==> src/rtl/tpu_pkg.sv <==
// Shared types and sizing helpers for the weight staging path.
package tpu_pkg;

  typedef enum logic [0:0] {
    WTB_IDLE  = 1'b0,
    WTB_DRAIN = 1'b1
  } wtb_state_e;

  function automatic int tile_words(input int rows, input int cols);
    return rows * cols;
  endfunction

  function automatic int drain_beats(input int rows, input int cols);
    return rows + cols - 1;
  endfunction

  // Index width that stays at least one bit for single-entry dimensions.
  function automatic int idx_w(input int n);
    return (n > 1) ? $clog2(n) : 1;
  endfunction

endpackage

==> src/rtl/wt_tile_bank.sv <==
// One tile of weight storage: single write port, one async read port per column.
module wt_tile_bank #(
  parameter int N_COLS    = 3,
  parameter int TILE_ROWS = 3,
  parameter int DATA_W    = 8,
  parameter int RW        = 2,
  parameter int CW        = 2
) (
  input  logic                     clk,
  input  logic                     wr_en,
  input  logic [RW-1:0]            wr_row,
  input  logic [CW-1:0]            wr_col,
  input  logic [DATA_W-1:0]        wr_data,
  input  logic [N_COLS*RW-1:0]     rd_row,
  output logic [N_COLS*DATA_W-1:0] rd_data
);

  logic [DATA_W-1:0] mem [TILE_ROWS][N_COLS];

  // Contents are only meaningful while the owning bank_full flag is set.
  always_ff @(posedge clk) begin
    if (wr_en) mem[wr_row][wr_col] <= wr_data;
  end

  always_comb begin
    rd_data = '0;
    for (int c = 0; c < N_COLS; c++) begin
      rd_data[c*DATA_W +: DATA_W] = mem[rd_row[c*RW +: RW]][c];
    end
  end

endmodule

==> src/rtl/weight_tile_buffer.sv <==
// Double-buffered weight tile staging: one bank fills from the DMA stream while
// the other drains into the systolic array with per-column diagonal skew.
module weight_tile_buffer
  import tpu_pkg::*;
#(
  parameter int N_COLS    = 3,
  parameter int TILE_ROWS = 3,
  parameter int DATA_W    = 8
) (
  input  logic                     clk,
  input  logic                     rst,
  input  logic                     flush,
  input  logic                     wr_valid,
  output logic                     wr_ready,
  input  logic [DATA_W-1:0]        wr_data,
  input  logic                     rd_start,
  output logic [N_COLS-1:0]        col_valid,
  output logic [N_COLS*DATA_W-1:0] col_data,
  output logic                     rd_done,
  output logic                     busy,
  output logic [1:0]               bank_full,
  output logic                     err_underrun
);

  localparam int DRAIN_BEATS = drain_beats(TILE_ROWS, N_COLS);
  localparam int RW = idx_w(TILE_ROWS);
  localparam int CW = idx_w(N_COLS);
  localparam int KW = idx_w(DRAIN_BEATS);
  localparam logic [RW-1:0] ROW_LAST = RW'(TILE_ROWS - 1);
  localparam logic [CW-1:0] COL_LAST = CW'(N_COLS - 1);
  localparam logic [KW-1:0] K_LAST   = KW'(DRAIN_BEATS - 1);

  wtb_state_e state;
  logic [KW-1:0] k;
  logic fill_ptr, drain_ptr;
  logic [RW-1:0] wr_row;
  logic [CW-1:0] wr_col;

  // Write handshake: a word transfers on any rising edge where wr_valid && wr_ready;
  // wr_data must be stable while wr_valid is high and wr_ready is low.
  logic accept;
  assign wr_ready = !bank_full[fill_ptr];
  assign accept   = wr_valid && wr_ready;
  assign busy     = (state == WTB_DRAIN);

  logic [N_COLS*RW-1:0]     rd_row;
  logic [N_COLS*DATA_W-1:0] rd_data0, rd_data1, sel_data, nxt_data;
  logic [N_COLS-1:0]        nxt_valid;
  logic [KW-1:0]            nxt_k;

  wt_tile_bank #(.N_COLS(N_COLS), .TILE_ROWS(TILE_ROWS), .DATA_W(DATA_W), .RW(RW), .CW(CW)) u_bank0 (
    .clk(clk), .wr_en(accept && !fill_ptr), .wr_row(wr_row), .wr_col(wr_col),
    .wr_data(wr_data), .rd_row(rd_row), .rd_data(rd_data0)
  );

  wt_tile_bank #(.N_COLS(N_COLS), .TILE_ROWS(TILE_ROWS), .DATA_W(DATA_W), .RW(RW), .CW(CW)) u_bank1 (
    .clk(clk), .wr_en(accept && fill_ptr), .wr_row(wr_row), .wr_col(wr_col),
    .wr_data(wr_data), .rd_row(rd_row), .rd_data(rd_data1)
  );

  assign sel_data = drain_ptr ? rd_data1 : rd_data0;

  // Outputs are registered, so address the beat that will be shown next cycle.
  always_comb begin
    nxt_k     = (state == WTB_DRAIN) ? k + 1'b1 : '0;
    rd_row    = '0;
    nxt_valid = '0;
    nxt_data  = '0;
    for (int c = 0; c < N_COLS; c++) begin
      if (int'(nxt_k) >= c && int'(nxt_k) - c < TILE_ROWS) begin
        nxt_valid[c]           = 1'b1;
        rd_row[c*RW +: RW]     = RW'(int'(nxt_k) - c);
      end
    end
    for (int c = 0; c < N_COLS; c++) begin
      if (nxt_valid[c]) nxt_data[c*DATA_W +: DATA_W] = sel_data[c*DATA_W +: DATA_W];
    end
  end

  always_ff @(posedge clk or posedge rst) begin
    if (rst) begin
      state        <= WTB_IDLE;
      k            <= '0;
      fill_ptr     <= 1'b0;
      drain_ptr    <= 1'b0;
      wr_row       <= '0;
      wr_col       <= '0;
      bank_full    <= '0;
      col_valid    <= '0;
      col_data     <= '0;
      rd_done      <= 1'b0;
      err_underrun <= 1'b0;
    end else if (flush) begin
      state        <= WTB_IDLE;
      k            <= '0;
      fill_ptr     <= 1'b0;
      drain_ptr    <= 1'b0;
      wr_row       <= '0;
      wr_col       <= '0;
      bank_full    <= '0;
      col_valid    <= '0;
      col_data     <= '0;
      rd_done      <= 1'b0;
      err_underrun <= 1'b0;
    end else begin
      if (accept) begin
        if (wr_col == COL_LAST) begin
          wr_col <= '0;
          if (wr_row == ROW_LAST) begin
            wr_row              <= '0;
            bank_full[fill_ptr] <= 1'b1;
            fill_ptr            <= ~fill_ptr;
          end else begin
            wr_row <= wr_row + 1'b1;
          end
        end else begin
          wr_col <= wr_col + 1'b1;
        end
      end

      case (state)
        WTB_IDLE: begin
          if (rd_start) begin
            if (bank_full[drain_ptr]) begin
              state     <= WTB_DRAIN;
              k         <= '0;
              col_valid <= nxt_valid;
              col_data  <= nxt_data;
              rd_done   <= (K_LAST == '0);
            end else begin
              err_underrun <= 1'b1;
            end
          end
        end
        WTB_DRAIN: begin
          if (k == K_LAST) begin
            state                <= WTB_IDLE;
            col_valid            <= '0;
            col_data             <= '0;
            rd_done              <= 1'b0;
            bank_full[drain_ptr] <= 1'b0;
            drain_ptr            <= ~drain_ptr;
          end else begin
            k         <= nxt_k;
            col_valid <= nxt_valid;
            col_data  <= nxt_data;
            rd_done   <= (nxt_k == K_LAST);
          end
        end
        default: state <= WTB_IDLE;
      endcase
    end
  end

endmodule

==> config.mk <==
export PLATFORM = sky130hd
export DESIGN_NAME = weight_tile_buffer
export DESIGN_NICKNAME = d
export VERILOG_FILES = /design/src/rtl/tpu_pkg.sv /design/src/rtl/wt_tile_bank.sv /design/src/rtl/weight_tile_buffer.sv
export SDC_FILE = /design/constraint.sdc
export NUM_CORES = 1
export LEC_CHECK = 0
export ABC_AREA = 1
export ABC_CLOCK_PERIOD_IN_PS = 2920
export BUFFER_PORTS_ARGS = -buffer_cell sky130_fd_sc_hd__buf_4
export CAP_MARGIN = 25
export CELL_PAD_IN_SITES_DETAIL_PLACEMENT = 1
export CELL_PAD_IN_SITES_GLOBAL_PLACEMENT = 2
export CORE_ASPECT_RATIO = 1.4
export CORE_MARGIN = 2
export CORE_UTILIZATION = 40
export CTS_CLUSTER_SIZE = 40
export DETAILED_ROUTE_END_ITERATION = 7
export PLACE_DENSITY = 0.77
export SLEW_MARGIN = 20
export SYNTH_ARGS = -nofsm -noshare
export SYNTH_HDL_FRONTEND = slang
export SYNTH_SLANG_ARGS = --single-unit
export TNS_END_PERCENT = 20
==> constraint.sdc <==
create_clock -name clk -period 2.92 [get_ports clk]
set_input_delay 0.584 -clock clk [delete_from_list [all_inputs] [get_ports clk]]
set_output_delay 0.584 -clock clk [all_outputs]
set_load 0.05 [all_outputs]
==> impl_results.md <==
* Status: finished, final reports clean
* Maximum vdd ir drop at ~0.35 mV
* CP max FO at 18
* CP max stage cell: dfrtp_1
* Arr. time, crit path at roughly 3.0 ns
* Clk root buf: clkbuf_16
* Share of layout cells above drive strength 1 at about 15%
* Post-Synth XOR/XNOR Area at 0%
* Multi-input logic area at roughly 0.0021 mm²
* Vias per cell at 5.04
* Register area at between 0.005 and 0.006 mm²
* Final worst-path cycle share at about nine tenths
* Post-Syn Nets at 770
* Mapped Cells at 748
* Vias at between 5000 and 6000
* Max cap viols at 0
* Die H at roughly 170 µm
* Core area at 0.0193 mm²
* Clock insertion delay at the later pin of the skew report at 0.43 ns
* Top-area cell type share of the netlist area at around 55%
* Crit end category: flop
* Die X at ~120 µm
* CTS tree: built
* # rows at 60
* I/O pins at between 40 and 50
* Post-Synth Adder-Cell Area at roughly 1.4%
* Static leakage at approximately 4.0 nW
* Post-DP HPWL at approximately 13000 µm
* Drt drc at 0
* RSZ-0062 raised after global routing: true
* Met2 wire length at between 10000 and 15000 µm
* Complex-gate fraction of the synthesized area at approximately 4.3%
* Mux contribution to synthesized area at 0%
* Worst r2r src: k[0]$_DFFE_PP0P_
* Ant diodes at 0
* CP Launch Type: flop
* Critical Path Source: k[0]$_DFFE_PP0P_
* Post-synth EDFFs at ~140
* Flops & latches, synth at around 190
* Most common cell on crit path: nand2_1
* Post-synth top cells: 223 x nand2_1, 144 x edfxtp_1, 79 x inv_1
* Reg-to-Reg End: col_data[20]$_DFFE_PP0P_
* # port buffers at 45
* DR iter-0 viols at 266
* Peak Freq at approximately 380 MHz
* R2R Setup Slk at 0.26 ns
* Die area at 0.0209 mm²
* Post-CTS setup buffers at 0
* Post-layout min period at about 2.7 ns
* Max-slew violation count at 0
* GPL Wtd Cong at between 0.7 and 0.8
* Met3 routed WL at between 500 and 600 µm
* Largest family of logic cells by synthesized area: simple AND/OR/NAND/NOR gates
* Initial antenna violation count at 0
* Syn Std Cell Area at between 0.007 and 0.008 mm²
* M1 wire length at 8610 µm
* Ranking of synthesized cells by area: edfxtp_1 55%, dfrtp_1 13%, nand2_1 11%
* Largest net degree at the start of global routing at 43
* Routed Antenna Nets at 0
* DR WL/cell at between 15 and 20 µm
* Yosys warnings at 0
* Total GRT Usage at 20.6%
* Global route overflow at 0
* Worst slew pin tran at about 0.76 ns
* Initial Util at 41.0%
* Crit path cell chain: inv_1, ha_1, nand2_1, inv_1, ha_1, nand2_1, inv_1, nand2_1, nand2_4, inv_2, nor2_2, o21ai_0, nand2_1, inv_1, nand2_1, nand2_1
* TritonCTS Sinks at 185
* Area growth, synth to finish at 16.9%
* Post-synthesis simple-gate area fraction at 21.1%
* Relative slew slack at roughly half
* Cell taking the most area after synthesis: edfxtp_1
* WP data required at about 3.2 ns
* Reg2reg path depth at 16
* Sequential share of the synthesized area at between 60% and 70%
* CTS Buf Count at 17
* Fin worst setup slack at ~0.26 ns
* Crit path to: col_data[20]$_DFFE_PP0P_
* Pwr dens at between 500 and 600 mW/mm²
* Highest metal used: met4
* Mapped Avg Cell Area at about 11 µm²
* Vias in the first global route at slightly below 6000
* Synth unique cells at 29
* Fin nets at 829
* H-tree depth at 4
* First-pass GRT wire length at approximately 32000 µm
* Pre-CTS WS at between 0.1 and 0.15 ns
* CTS max path bufs at 2
* Crit path largest cell delay at between 0.4 and 0.5 ns
* Skew final at between 0.01 and 0.015 ns
* Hold Crit Class: in2async
* Final-report setup violation count at 0
* Hold Vio Cnt, Final at 0
* DRT Wirelength at around 20000 µm
* Cell with the most instances after synthesis: nand2_1
* Total negative slack at 0 ns
* TritonRoute pass-1 iters at 4
* Top FF cell, synth: edfxtp_1
* Fillcell total at 2102
* Critical path class: reg2reg
* Clk slew on worst S/H paths at 0.08 ns
* Async SR Flop Fraction at around 22%
[where the power goes]
part	switching, mW	internal, mW	leakage [nW]	total, mW
registers	0.00966	2.87	1.87	2.88
clock network	1.04	1.37	0.302	2.41
logic	0.134	0.0466	1.87	0.181
[how the worst min path moves through the flow]
stage | to | slack [ns] | start | depth (start not counted)
after floorplan | col_data[10]$_DFFE_PP0P_ | 0.54 | u_bank1.mem[2][10]$_DFFE_PP_ | 4
final | col_data[3]$_DFFE_PP0P_ | 0.11 | rst | 2
after global placement | col_data[0]$_DFFE_PP0P_ | 0.46 | col_data[0]$_DFFE_PP0P_ | 2
after global routing | col_data[4]$_DFFE_PP0P_ | 0.12 | rst | 2
after detailed placement | col_data[21]$_DFFE_PP0P_ | 0.47 | col_data[21]$_DFFE_PP0P_ | 2
after CTS | err_underrun$_DFFE_PP0P_ | 0.35 | flush | 2
[sequential cells by signal, indices dropped and copies added, names as in the netlist, 2 cells and up]
signal and cells:
u_bank1.mem 72, wr_col 2, col_valid 3, col_data 24, bank_full 2, u_bank0.mem 72, wr_row 2, k 3
[what timing repair did]
action	CTS	global route
setup endpoints to repair	0	9
resized for setup	0	1
hold buffers	0	0
[cell type report]
type                    instances  area share (%)
multi-input cells             452            22.9
clock buffers                  17            4.60
flip-flops and latches        185            57.9
clock inverters                15            2.03
inverters                      85            3.45
repair buffers                 66            5.71
well taps                     248            3.36
[kinds of logic (layout without fill, tap and decap cells)]
logic type      Yosys count  after routing
flops                   185            185
buf+inv                 111            183
compound gates           59             59
fa+ha+maj                 9              9
simple gates            384            384
[layout by cell type (no fill, tap or decap), types with 3 or more instances in the layout]
cell type and n:
nor2_2 3, bufinv_16 3, clkbuf_16 17, ha_1 9, dfrtp_1 41, o211ai_1 16
inv_1 78, nand2_1 222, inv_6 4, edfxtp_1 144, nor2_1 62, inv_2 6
nand4_1 17, nand3_1 63, o21ai_0 19, buf_4 64, clkinv_2 3, nor2_4 4
a21oi_1 20, nand2_2 3
[critical path, delay by kind of cell (launching register included)]
family,cells,cell delay [ns]
AO/OA/AOI/OAI,1,0.18
adder cells (fa/ha/maj),2,0.45
buffers and inverters,5,0.49
flip-flops,1,0.44
AND/OR/NAND/NOR,8,0.97
[metal layers]
| metal | global-route usage, % | vias to the layer above |
|---|---|---|
| li1 | - | 2612 |
| met1 | 25.5 | 2673 |
| met2 | 36.5 | 84 |
| met3 | 3.38 | 10 |
| met4 | 6.35 | 0 |
| met5 | 0 | - |
[stage by stage]
stage	cell area, µm²	hold slack, ns	instances	utilization [%]	power, mW
final	9240	0.106	1068	47.9	5.47
after detailed placement	8610	0.468	1035	44.6	3.12
after floorplan	7910	0.536	748	-	3.02
after global placement	8580	0.464	1034	44.5	3.11
after CTS	9220	0.351	1067	47.8	5.53
after global routing	9240	0.116	1068	47.9	5.64
No activity file was read; power rests on OpenSTA's default activity.
